## src/rtl/shift_issue_stage_pkg.sv

```systemverilog
// Shared definitions for the shift issue stage: funct codes, queue state encodings
// and the decoded-entry payload handed to SHIFT32.
package shift_issue_stage_pkg;

  localparam int unsigned DATA_W  = 32;
  localparam int unsigned FUNCT_W = 6;
  localparam int unsigned SHAMT_W = 5;
  localparam int unsigned ENTRY_W = DATA_W + DATA_W + 1;

  localparam logic [FUNCT_W-1:0] FN_SLL  = 6'h01;
  localparam logic [FUNCT_W-1:0] FN_SRL  = 6'h02;
  localparam logic [FUNCT_W-1:0] FN_SLLV = 6'h04;
  localparam logic [FUNCT_W-1:0] FN_SRLV = 6'h06;

  localparam logic [1:0] ST_EMPTY = 2'd0;
  localparam logic [1:0] ST_ONE   = 2'd1;
  localparam logic [1:0] ST_FULL  = 2'd2;

  typedef struct packed {
    logic [DATA_W-1:0] d;
    logic [DATA_W-1:0] s;
    logic              lnr;
  } entry_t;

endpackage

```

## src/rtl/shift_funct_decode.sv

```systemverilog
// Combinational funct/shamt/rt decoder into SHIFT32 operands.
// Variable-amount shifts (sllv/srlv) are decoded only when SHIFT_ISSUE_VAR_EN is defined.
module shift_funct_decode
  import shift_issue_stage_pkg::*;
(
  input  logic [FUNCT_W-1:0] funct,
  input  logic [SHAMT_W-1:0] shamt,
  input  logic [DATA_W-1:0]  rs_data,
  input  logic [DATA_W-1:0]  rt_data,
  output logic               legal_c,
  output entry_t             entry_c
);

`ifndef SHIFT_ISSUE_VAR_EN
  logic unused_rt;
  assign unused_rt = ^rt_data;
`endif

  always_comb begin
    legal_c     = 1'b0;
    entry_c.d   = rs_data;
    entry_c.s   = DATA_W'(shamt);
    entry_c.lnr = 1'b0;
    case (funct)
      FN_SLL: begin
        legal_c     = 1'b1;
        entry_c.lnr = 1'b1;
      end
      FN_SRL: begin
        legal_c     = 1'b1;
      end
`ifdef SHIFT_ISSUE_VAR_EN
      // Full 32-bit amount passes through; SHIFT32 saturates >= 32 itself.
      FN_SLLV: begin
        legal_c     = 1'b1;
        entry_c.s   = rt_data;
        entry_c.lnr = 1'b1;
      end
      FN_SRLV: begin
        legal_c     = 1'b1;
        entry_c.s   = rt_data;
      end
`endif
      default: legal_c = 1'b0;
    endcase
  end

endmodule

```

## src/rtl/shift_issue_stage.sv

```systemverilog
// Decodes R-type shifts and buffers them in a 2-entry elastic queue ahead of SHIFT32.
// Optional sllv/srlv decode is enabled by defining SHIFT_ISSUE_VAR_EN.
module shift_issue_stage
  import shift_issue_stage_pkg::*;
#(
  parameter int unsigned CNT_W = 16
) (
  input  logic               CLK,
  input  logic               RST,
  input  logic               in_valid,
  output logic               in_ready,
  input  logic [FUNCT_W-1:0] in_funct,
  input  logic [SHAMT_W-1:0] in_shamt,
  input  logic [DATA_W-1:0]  in_rs_data,
  input  logic [DATA_W-1:0]  in_rt_data,
  output logic               out_valid,
  input  logic               out_ready,
  output logic [DATA_W-1:0]  out_D,
  output logic [DATA_W-1:0]  out_S,
  output logic               out_LnR,
  output logic               err_illegal,
  output logic [CNT_W-1:0]   issue_count
);

  logic       dec_legal;
  entry_t     dec_entry;

  logic [1:0] state, state_nxt;
  logic       head, head_nxt;
  logic       tail, tail_nxt;
  entry_t     mem [2];
  entry_t     mem_nxt [2];
  entry_t     head_entry_nxt;
  logic       accept, push, pop;

  shift_funct_decode u_decode (
    .funct   (in_funct),
    .shamt   (in_shamt),
    .rs_data (in_rs_data),
    .rt_data (in_rt_data),
    .legal_c (dec_legal),
    .entry_c (dec_entry)
  );

  // Next-state: queue occupancy, pointers and storage.
  always_comb begin
    accept         = in_valid & in_ready;
    push           = accept & dec_legal;
    pop            = out_valid & out_ready;
    state_nxt      = state;
    head_nxt       = head;
    tail_nxt       = tail;
    mem_nxt        = mem;

    case (state)
      ST_EMPTY: if (push) state_nxt = ST_ONE;
      ST_ONE: begin
        if (push && !pop)      state_nxt = ST_FULL;
        else if (!push && pop) state_nxt = ST_EMPTY;
      end
      ST_FULL:  if (pop) state_nxt = ST_ONE;
      default:  state_nxt = ST_EMPTY;
    endcase

    if (push) begin
      mem_nxt[tail] = dec_entry;
      tail_nxt      = ~tail;
    end
    if (pop) head_nxt = ~head;

    // Outputs are registered copies of whatever will sit at the head next cycle.
    head_entry_nxt = mem_nxt[head_nxt];
  end

  always_ff @(posedge CLK) begin
    if (RST) begin
      state       <= ST_EMPTY;
      head        <= 1'b0;
      tail        <= 1'b0;
      mem[0]      <= '0;
      mem[1]      <= '0;
      in_ready    <= 1'b1;
      out_valid   <= 1'b0;
      out_D       <= '0;
      out_S       <= '0;
      out_LnR     <= 1'b0;
      err_illegal <= 1'b0;
      issue_count <= '0;
    end else begin
      state       <= state_nxt;
      head        <= head_nxt;
      tail        <= tail_nxt;
      mem[0]      <= mem_nxt[0];
      mem[1]      <= mem_nxt[1];
      in_ready    <= (state_nxt != ST_FULL);
      out_valid   <= (state_nxt != ST_EMPTY);
      out_D       <= head_entry_nxt.d;
      out_S       <= head_entry_nxt.s;
      out_LnR     <= head_entry_nxt.lnr;
      err_illegal <= accept & ~dec_legal;
      if (push) issue_count <= issue_count + CNT_W'(1);
    end
  end

endmodule

```

## config.mk

```make
export PLATFORM = sky130hd
export DESIGN_NAME = shift_issue_stage
export DESIGN_NICKNAME = d
export VERILOG_FILES = /design/src/rtl/shift_issue_stage_pkg.sv /design/src/rtl/shift_funct_decode.sv /design/src/rtl/shift_issue_stage.sv
export SDC_FILE = /design/constraint.sdc
export NUM_CORES = 1
export LEC_CHECK = 0
export ABC_AREA = 1
export CORE_UTILIZATION = 55
export CTS_CLUSTER_SIZE = 8
export DETAILED_ROUTE_END_ITERATION = 12
export GPL_TIMING_DRIVEN = 0
export PLACE_DENSITY = 0.86
export SLEW_MARGIN = 0
export SYNTH_ARGS = -nofsm -noshare
export SYNTH_HDL_FRONTEND = slang
export SYNTH_SLANG_ARGS = --single-unit
```

## constraint.sdc

```tcl
create_clock -name CLK -period 4.1 [get_ports CLK]
set_input_delay 0.82 -clock CLK [delete_from_list [all_inputs] [get_ports CLK]]
set_output_delay 0.82 -clock CLK [all_outputs]
set_load 0.03 [all_outputs]
```

==> results.md, run 1 <==
- Initial antenna violation count: 0
- Seq/Total Area, Yosys: 54.7%
- Final Max Slew Viols: 0
- Slowest cell on the critical path: clkdlybuf4s50_1
- DR top layer: met4
- PortBufs: 129
- Clock Sinks: 218
- R2R Path Start: out_valid$_SDFF_PP0_
- Metal-1 WL: 8.26 mm
- Status: finished clean
- Setup_tns: 0 ns
- Die Span Y: 122 µm
- Tcrit/Tclk final: 61.7%
- Hpwl dp: 12.6 mm
- Crit end category: output port
- Initial Util: 56.8%
- Core Box Area: 14000 µm²
- Placed cells: 1326
- Worst hold path class: reg2reg
- Mux cell area share after synthesis: 0%
- GR Util All Layers: 26.1%
- Compound-gate portion of the synthesized area: 8.47%
- Syn Nets: 1097
- Avg WL per Cell: 13.9 µm
- Critical Path Max Stage Delay: 0.72 ns
- CP Class: reg2out
- Req. time, crit path: 3.28 ns
- Row count: 43
- Worst Path Max Fanout: 6
- Post-Synth Simple-Gate Area: 29.2%
- First-pass detailed-route iteration total: 5
- Post-Synth Adder-Cell Area: 0.157%
- RePlAce Congestion: 0.894
- HP Start: mem[15]$_SDFF_PP0_
- P&R area growth vs syn: 29.1%
- Reg-to-reg slack, setup: 2.25 ns
- Pre-CTS setup slack: 1.37 ns
- Async S/R FF share, synth: 0%
- Worst-margin pin slew: 0.687 ns
- Syn avg cell area: 7.85 µm²
- Total Wirelength: 18.9 mm
- FF+latch count, synth: 218
- Fin util: 73.4%
- R2R depth: 8
- Worst Skew: 0.0130 ns
- Synth Instances: 1017
- Final setup margin: 1.57 ns
- Fraction of layout instances using a drive strength above 1: 10.6%
- Resize count post-CTS: 0
- # setup viols final: 0
- Slew headroom: 54.2%
- Maximum clock frequency: 0.395 GHz
- DRC: 0
- Starting DRT DRC Count: 547
- Largest net degree at the start of global routing: 17
- Routed wl met2: 9.06 mm
- Final Cell Area: 10300 µm²
- DP Area: 9500 µm²
- Worst path top cell family by delay: buffers and inverters
- Final cell count without fillers: 1359
- Worst path cell trace: clkdlybuf4s50_1
- Cell Area, Synth: 7980 µm²
- Clock transition at path regs: 0.05 ns
- Root buf cell: clkbuf_16
- Synth Area in XOR/XNOR: 0.329%
- Via count: 7048
- Min Clock Period, post-route: 2.53 ns
- Syn. warnings: 0
- EDFF count, synth: 0
- Postcts setup bufs: 0
- Max cap viols: 0
- Element type at the critical path start: flip-flop
- ANT cells: 0
- Number of global-route vias before repair: 6739
- Main synth FF type: dfxtp_1
- First-pass GRT wire length: 31.3 mm
- P_leak: 4.57 nW
- Hold Path Depth: 2
- CP Buf/Inv Count: 1
- Fin nets: 1259
- Critical R2R Capture: out_D[24]$_SDFF_PP0_
- Post-route ant nets: 0
- Cell Pwr Density: 431 nW/µm²
- Cts hold-fix bufs: 0
- Largest family of logic cells by synthesized area: simple AND/OR/NAND/NOR gates
- Min-Delay Endpoint: mem[15]$_SDFF_PP0_
- Worst EP arrival: 1.71 ns
- DR vias/cell: 5.19
- Die area: 15000 µm²
- Total Power: 4.44 mW
- RSZ-0062 raised after global routing: no
- Max VDD drop: 0.000312 V
- Final Hold Fails: 0
- CTS tree: yes
- Post-synthesis cell type count: 27
- Die width: 122 µm
- I/O pin total: 163
- Worst hold margin: 0.440 ns
- CTS Buf Count: 31
- CTS max path bufs: 3
- Met3 routed WL: 986 µm
- Later-pin clock latency in the skew report: 0.55 ns
- CTS H-tree lvls: 1
- Gr ovfl total: 0
## synthesized netlist by cell type (2+ instances only)
cell      number  area, µm²
dfxtp_1      218       4360
nor2_8         2       40.0
nand3_1       67        335
buf_1          6       22.5
buf_6          2       22.5
inv_2          4       15.0
a21oi_1       76        380
buf_2         27        135
o21ai_0       24        120
nand4_1        4       25.0
clkbuf_1      15       56.3
buf_12         6        120
a21oi_2       14        123
nor3_1         3       15.0
xnor2_1        2       17.5
nor2_1        53        199
nand2_1      393       1480
inv_1         51        191
o21ai_1        9       45.0
nand2_2       34        213
## final cells by class
class / count / area [µm²]
multi-input cells: 687 / 3050
fillers: 1041 / 3740
plain buffers: 57 / 364
repair buffers: 129 / 1290
clock inverters: 2 / 28.8
inverters: 55 / 206
flip-flops and latches: 218 / 4360
clock buffers: 31 / 776
well taps: 180 / 225
## worst max-delay path by stage
stage	from	end	slack [ns]	cells past startpoint
final	issue_count[4]$_SDFFE_PP0P_	issue_count[4]	1.57	1
after detailed placement	out_ready	out_D[24]$_SDFF_PP0_	1.37	9
after global placement	out_ready	out_D[24]$_SDFF_PP0_	1.38	9
after global routing	issue_count[4]$_SDFFE_PP0P_	issue_count[4]	1.53	1
after CTS	issue_count[4]$_SDFFE_PP0P_	issue_count[4]	1.56	1
after floorplan	in_funct[4]	out_LnR$_SDFF_PP0_	2.19	11
## cell usage in the layout, fill, tap and decap left out, drive strengths merged
cell,Yosys,final
nor2,56,56
o21ai,33,33
nor3,3,3
buf,42,42
nand3,68,68
clkbuf,15,46
ha,1,1
nand2,427,427
a211oi,1,1
nand4,4,4
xor2,1,1
clkinv,0,1
clkdlybuf4s50,0,129
nor3b,1,1
dfxtp,218,218
inv,55,56
a21oi,90,90
xnor2,2,2
## registers in the layout (all words and copies together) (netlist names)
register,count
err_illegal,1
head,1
in_ready,1
issue_count,16
mem,130
out_D,32
out_LnR,1
out_S,32
out_valid,1
state,2
tail,1
## power breakdown
part / internal, mW / switching (mW) / leakage [nW]
Combinational: 0.0588 / 0.0864 / 2.41
Sequential: 2.13 / 0.00250 / 1.76
Clock: 1.32 / 0.843 / 0.396
Total: 3.51 / 0.932 / 4.57
## cells by family (layout without fill, tap and decap cells)
family | Yosys count | count (layout)
flip-flops | 218 | 218
XOR/XNOR | 3 | 3
AND/OR/NAND/NOR | 559 | 559
buffers and inverters | 112 | 274
adder cells (fa/ha/maj) | 1 | 1
AO/OA/AOI/OAI | 124 | 124
## routing by layer
layer / vias to the layer above / GRT usage, %
li1: 3515 / -
met1: 3254 / 33.8
met2: 226 / 43.3
met3: 53 / 3.95
met4: 0 / 10.8
met5: - / 0
(Power assumes the default switching activity.)
==> run 2, diff against run 1 <==
Settings changed: CORE_UTILIZATION 55 to 46, PLACE_DENSITY 0.86 to 0.77.
Clock period 4.1 ns to 2.15 ns, I/O delays scaled along.
==> results.md, run 2 (same netlist as run 1, synthesis figures left out) <==
- Worst hold path class: in2reg
- GR Util All Layers: 20.8%
- Routed wl met2: 8.51 mm
- Largest net degree at the start of global routing: 16
- CTS Buf Count: 31
- Tcrit/Tclk final: 97.0%
- Reg area: 4360 µm²
- PortBufs: 129
- P_int: 6.68 mW
- # setup viols final: 0
- Reg-to-reg slack, setup: 0.35 ns
- Clock transition at path regs: 0.05 ns
- Gr ovfl total: 0
- R2R Path Start: out_valid$_SDFF_PP0_
- Total Power: 8.42 mW
- P&R area growth vs syn: 29.7%
- Worst path cell trace: clkdlybuf4s50_1
- Later-pin clock latency in the skew report: 0.54 ns
- Req. time, crit path: 1.72 ns
- Top Registers: mem x130, out_D x32, out_S x32
- Cell Pwr Density: 814 nW/µm²
- Worst path top cell family by delay: buffers and inverters
- Multi-input logic area: 3050 µm²
- Min Clock Period, post-route: 2.09 ns
- Starting DRT DRC Count: 448
- CTS H-tree lvls: 1
- Row count: 47
- R2R depth: 8
- Hold Path Depth: 3
- Initial Util: 47.6%
- Clk pwr share: 48.4%
- CP Buf/Inv Count: 1
- Clock Sinks: 218
- Maximum clock frequency: 0.479 GHz
- Post-route ant nets: 0
- Number of global-route vias before repair: 6242
- Sequential power share: 48.3%
- Worst hold margin: 0.348 ns
- Die Span Y: 134 µm
- Element type at the critical path start: flip-flop
- Max VDD drop: 0.000560 V
- Avg WL per Cell: 13.1 µm
- HP Start: RST
- Core Box Area: 16800 µm²
- Placed cells: 1366
- RSZ-0062 raised after global routing: no
- Met3 routed WL: 1.08 mm
- Worst Skew: 0.0171 ns
- Fin util: 61.8%
- CTS tree: yes
- Critical R2R Capture: out_D[24]$_SDFF_PP0_
- Biggest register: mem
- RePlAce Congestion: 0.847
- Critical Path Max Stage Delay: 0.70 ns
- Metal-1 WL: 8.52 mm
- Root buf cell: clkbuf_16
- DRC: 0
- Fraction of layout instances using a drive strength above 1: 10.6%
- Total Wirelength: 18.4 mm
- Commonest non-fill, non-tap cell in the layout: nand2_1
- Slew headroom: 54.8%
- Postcts setup bufs: 0
- Worst Path Max Fanout: 5
- Via count: 6784
- P_leak: 4.64 nW
- Final setup margin: 0.0644 ns
- Min-Delay Endpoint: in_ready$_SDFF_PP1_
- First-pass detailed-route iteration total: 5
- Max reg flops: 130
- Final cell count without fillers: 1399
- Switching share of power: 20.7%
- Max cap viols: 0
- Most frequent cells in the layout: 393 x nand2_1, 218 x dfxtp_1, 125 x clkdlybuf4s50_1, 76 x a21oi_1, 67 x nand3_1
- I/O pin total: 163
- ANT cells: 0
- Die area: 17900 µm²
- Slowest cell on the critical path: clkdlybuf4s50_1
- Combinational share of power: 3.3%
- First-pass GRT wire length: 30.2 mm
- Worst-margin pin slew: 0.679 ns
- Die width: 134 µm
- CTS max path bufs: 3
- Initial antenna violation count: 0
- Worst EP arrival: 1.66 ns
- Final Max Slew Viols: 0
- Status: finished clean
- CP Class: reg2out
- Final Hold Fails: 0
- DR top layer: met4
- Crit end category: output port
- Switching power: 1.75 mW
- Pre-CTS setup slack: -0.215 ns
- Fin nets: 1259
- DR vias/cell: 4.85
- Fill cells: 1472
- Hpwl dp: 12.5 mm
[run 2: changes by cell type in the layout (fill, tap and decap cells not counted), sizes merged]
| cell | before | now |
|---|---|---|
| clkdlybuf4s50 | 129 | 125 |
| dlymetal6s2s | 0 | 4 |
[run 2: stage by stage]
stage / instance area (µm²) / setup TNS, ns
3_5_place_dp: 9550 / -5.31
4_1_cts: 10300 / 0
6_report: 10300 / 0
3_3_place_gp: 9550 / -4.37
5_1_grt: 10300 / 0
2_1_floorplan: 7980 / 0
[run 2: how the worst max path moves through the flow]
stage | start | endpoint | slack [ns] | cells after the start
6_report | issue_count[6]$_SDFFE_PP0P_ | issue_count[6] | 0.06 | 1
5_1_grt | issue_count[6]$_SDFFE_PP0P_ | issue_count[6] | 0.007 | 1
4_1_cts | issue_count[2]$_SDFFE_PP0P_ | issue_count[2] | 0.004 | 1
3_5_place_dp | out_ready | out_D[24]$_SDFF_PP0_ | -0.22 | 9
3_3_place_gp | out_ready | out_D[24]$_SDFF_PP0_ | -0.20 | 9
2_1_floorplan | issue_count[1]$_SDFFE_PP0P_ | issue_count[8]$_SDFFE_PP0P_ | 0.58 | 6
[run 2: power by group through the flow]
stage          Combinational [mW]  Sequential (mW)  Clock, mW
2_1_floorplan               0.102             4.16          0
3_5_place_dp                0.276             4.15          0
6_report                    0.278             4.07       4.08
4_1_cts                     0.278             4.07       4.13
3_3_place_gp                0.277             4.15          0
5_1_grt                     0.298             4.06       4.34
[run 2: layout make-up]
| cell class | count | share of cell area [%] |
|---|---|---|
| Multi-Input combinational cell | 687 | 29.4 |
| Clock buffer | 31 | 7.50 |
| Buffer | 57 | 3.52 |
| Clock inverter | 2 | 0.169 |
| Timing Repair Buffer | 129 | 12.6 |
| Inverter | 55 | 1.99 |
| Tap cell | 220 | 2.66 |
| Sequential cell | 218 | 42.2 |
[run 2: repair_timing]
| item | in CTS | in global routing |
|---|---|---|
| resized for setup | 0 | 4 |
| hold buffers | 0 | 0 |
| endpoints found under the setup margin | 0 | 4 |
[run 2: layer usage]
layer	vias up	global-route usage, %
li1	3511	-
met5	-	0
met4	0	5.49
met3	27	3.27
met1	3057	28.2
met2	189	34.2
